### src/rtl/demux_fifo.sv
// demux_fifo: 1-to-2 word demultiplexer that steers each accepted word into one of two output FIFOs.
// Define DEMUX_CNT_EN to enable the saturating per-port delivered-word counters Cnt1/Cnt2.
module demux_fifo #(
   parameter int WIDTH = 32,
   parameter int DEPTH = 2,
   parameter int CNT_W = 16
) (
   input  logic             Clk,
   input  logic             Rst_n,
   input  logic [WIDTH-1:0] DI,
   input  logic             SelData,
   input  logic             InValid,
   output logic             InReady,
   output logic [WIDTH-1:0] DO1,
   output logic             OutValid1,
   input  logic             OutReady1,
   output logic [WIDTH-1:0] DO2,
   output logic             OutValid2,
   input  logic             OutReady2,
   output logic [CNT_W-1:0] Cnt1,
   output logic [CNT_W-1:0] Cnt2
);
   localparam int PW = $clog2(DEPTH);
   localparam int CW = PW + 1;
   logic [1:0]            full;
   logic [1:0]            valid;
   logic [1:0]            push;
   logic [1:0]            pop;
   logic [1:0]            rdy;
   logic [1:0][WIDTH-1:0] head;
   logic [1:0][CNT_W-1:0] cnt;
   // Acceptance looks only at the selected FIFO's registered fullness, never at consumer ready.
   assign InReady = ~full[SelData];
   assign rdy     = {OutReady2, OutReady1};
   assign push    = {2{InValid & InReady}} & {SelData, ~SelData};
   assign pop     = valid & rdy;
   generate
      for (genvar p = 0; p < 2; p++) begin : g_port
         logic [WIDTH-1:0] mem_q [DEPTH];
         logic [PW-1:0]    wr_q, wr_d, rd_q, rd_d;
         logic [CW-1:0]    cnt_q, cnt_d;
         always_comb begin
            wr_d  = push[p] ? wr_q + PW'(1) : wr_q;
            rd_d  = pop[p] ? rd_q + PW'(1) : rd_q;
            cnt_d = cnt_q + CW'(push[p]) - CW'(pop[p]);
         end
         always_ff @(posedge Clk or negedge Rst_n) begin
            if (!Rst_n) begin
               wr_q  <= '0;
               rd_q  <= '0;
               cnt_q <= '0;
            end else begin
               wr_q  <= wr_d;
               rd_q  <= rd_d;
               cnt_q <= cnt_d;
            end
         end
         always_ff @(posedge Clk) begin
            if (push[p]) mem_q[wr_q] <= DI;
         end
         assign full[p]  = cnt_q == CW'(DEPTH);
         assign valid[p] = cnt_q != '0;
         assign head[p]  = valid[p] ? mem_q[rd_q] : '0;
`ifdef DEMUX_CNT_EN
         logic [CNT_W-1:0] tx_q, tx_d;
         assign tx_d = (pop[p] && !(&tx_q)) ? tx_q + CNT_W'(1) : tx_q;
         always_ff @(posedge Clk or negedge Rst_n) begin
            if (!Rst_n) tx_q <= '0;
            else tx_q <= tx_d;
         end
         assign cnt[p] = tx_q;
`else
         assign cnt[p] = '0;
`endif
      end
   endgenerate
   assign DO1       = head[0];
   assign DO2       = head[1];
   assign OutValid1 = valid[0];
   assign OutValid2 = valid[1];
   assign Cnt1      = cnt[0];
   assign Cnt2      = cnt[1];
endmodule

### config.mk
export PLATFORM = sky130hd
export DESIGN_NAME = demux_fifo
export DESIGN_NICKNAME = d
export VERILOG_FILES = /design/src/rtl/demux_fifo.sv
export SDC_FILE = /design/constraint.sdc
export NUM_CORES = 1
export LEC_CHECK = 0
export BUFFER_PORTS_ARGS = -buffer_cell sky130_fd_sc_hd__buf_4
export CAP_MARGIN = 25
export CORE_MARGIN = 2
export CORE_UTILIZATION = 45
export DETAILED_ROUTE_END_ITERATION = 8
export GPL_ROUTABILITY_DRIVEN = 0
export PLACE_DENSITY = 0.69
export SETUP_SLACK_MARGIN = 0.15
export SLEW_MARGIN = 10
export SYNTH_ARGS = -nofsm -noshare
export SYNTH_HDL_FRONTEND = slang
export SYNTH_SLANG_ARGS = --single-unit
### constraint.sdc
create_clock -name Clk -period 3.3 [get_ports Clk]
set_input_delay 0.33 -clock Clk [delete_from_list [all_inputs] [get_ports Clk]]
set_output_delay 0.33 -clock Clk [all_outputs]
set_load 0.03 [all_outputs]
==> flow_summary.yaml <==
sta:
  period_share_pct: 72.7
  setup_violations: 0
  fmax_mhz: 417
  worst_pin_slew_ns: 1.00
  slew_headroom_pct: 33.2
  setup_ws_ns: 0.901
  period_needed_ns: 2.40
  setup_tns_ns: 0
  rsz0062_at_grt: "no"
  hold_viol: 0
  finalMaxSlewViolations: 0
  hold_slack_ns: 0.130
  clock_skew_ns: 0.00828
clocking:
  postCtsSetupRepairBufs: 0
  worstSkewPairLatency_ns: 0.40
  numCtsBuffers: 17
  clk_pin_slew_worst_paths_ns: 0.06
  post_cts_resized: 0
  postCtsHoldBufs: 1
  clock_path_buffers: 2
  clkSinkCount: 136
  h-tree-depth: 4
  root_buffer: "clkbuf_16"
  cts_tree: "done"
grt:
  met2_usage_pct: 25.5
  grt_pass1_wl_um: 15600
  antenna_found_initial: 0
  grt_pass1_vias: 3024
  overflow: 0
  use_met3_pct: 5.17
  grt_max_degree: 34
  grt_util_all_layers_pct: 16.2
  use_met1_pct: 21.7
  top_usage_layer: "met2"
power:
  power_leakage_uw: 0.00282
  power.density_mw_per_mm2: 1010
  ir_drop_v: 0.000563
place:
  io_buffers: 104
  place_ws_ns: 1.22
  place_hpwl_um: 6550
synth:
  synthCells: 344
  synthesis.area_sq_mm: 0.00553
  yosysSeqAreaShare_pct: 73.1
  synth_top_family_by_area: "multiplexers"
  synth_compound_area_share_pct: 0.271
  ys_types: 23
  ys_ff_latch: 136
  synth-simple-area-share_pct: 5.81
  synth_xor_area_share_pct: 1.40
  avgSynthCellArea_sq_um: 16.1
  yosysWarningCount: 0
  synthAdderAreaFrac_pct: 0.905
  synthMuxAreaShare_pct: 11.6
die:
  std_cell_rows: 40
  start_util_pct: 46.1
  core-area_sq_mm: 0.0120
  fp.dieH_um: 115
  die_area_sq_mm: 0.0132
  io_pins: 137
  die_w_um: 115
drt:
  routed_via_density: 4.80
  antenna_left: 0
  drt_first_pass_iters: 4
  drc: 0
  wl_um: 10500
  first_iter_violations: 163
  routedWlPerCell_um: 16.9
  vias: 2961
min_path:
  worstHoldPathType: "in2reg"
  min-delay-start: "DI[1]"
critical_path:
  crit_start: "g_port[0].rd_q"
  path_cells: "mux2i_1, nor2_1, buf_4"
  cp-start-kind: "register"
  path_max_fanout: 33
  crit_family: "flip-flops"
  required_ns: 2.97
  cp_slowest_cell: "dfrtp_2"
  critPathKind: "reg2out"
  r2r-start: "g_port[0].cnt_q[1]"
  critPathMaxStageDelay_ns: 1.01
  cp.arrival_ns: 2.07
  worstSetupEndpointType: "output pin"
  worst-path-buf-inv: 1
layout:
  syn_to_final_growth_pct: 24.7
  final_cell_mix: "edfxtp_1, buf_4, nor2_1, mux2i_1, conb_1"
  final_nets: 499
  antenna_cells: 0
  drive_above_1_share_pct: 31.5
  fillers: 961
  mostFrequentLayoutCell: "edfxtp_1"
run_status:
  status: "complete, no violations"
job:
  max_cap_violations: 0
synthesized netlist by cell type, drive strengths merged:
cell,number,share of area (%)
xor2,3,0.61
a21oi,1,0.16
buf,46,6.4
inv,7,0.47
edfxtp,128,69
xnor2,5,0.79
mux2i,64,12
nand3b,1,0.14
nand2b,1,0.11
and2,4,0.50
nand2,1,0.068
a31oi,1,0.11
dfrtp,8,3.6
nor2b,1,0.11
ha,4,0.90
nor2,68,4.9
conb,1,0.068
final timing paths:
kind	end	slack [ns]	cells past startpoint
max	DO1[17]	0.90	3
min	g_port[0].mem_q[0][1]	0.13	1
max reg2reg	g_port[0].cnt_q[1]	1.28	9
min reg2reg	g_port[1].wr_q	0.53	1
max in group asynchronous	g_port[1].rd_q	2.88	2
min in group asynchronous	g_port[1].cnt_q[0]	0.28	2
routing by layer:
metal / wire length (um) / share of wire, %
met5: 0 / 0
met4: 70 / 0.67
met3: 641 / 6.1
met2: 4990 / 48
met1: 4750 / 45
power by group:
part	total [uW]	leakage, uW	internal, uW	switching, uW
combinational	2800	0.00129	1030	1760
sequential	2430	0.00126	2170	257
clock	1730	0.000263	1100	631
logic make-up after synthesis:
family	count (synthesis)
fa+ha+maj	4
buf+inv	53
flops	136
compound gates	2
simple gates	76
other cells	1
xor+xnor	8
mux	64
state kept, by name (all words and copies together), names as in the netlist:
| register | count |
|---|---|
| g_port.cnt_q | 4 |
| g_port.mem_q | 128 |
| g_port.wr_q | 2 |
| g_port.rd_q | 2 |
through the flow:
stage	total power (uW)	instances	cell area [sq um]	utilization (%)
6_report	6950	617	6900	57.4
5_1_grt	7260	617	6900	57.4
4_1_cts	7000	615	6850	57.0
3_5_place_dp	5260	582	6290	52.4
3_3_place_gp	5220	582	6290	52.4
2_1_floorplan	4330	375	5650	-
layout make-up:
class	count	area, sq um	share of cell area, %
Clock buffer	21	440	6.38
Inverter	7	26.3	0.381
Clock inverter	11	106	1.54
Timing Repair Buffer	109	853	12.4
Sequential cell	136	4050	58.7
Multi-Input combinational cell	186	1240	18.0
Tap cell	147	184	2.67
(Power assumes the default switching activity.)
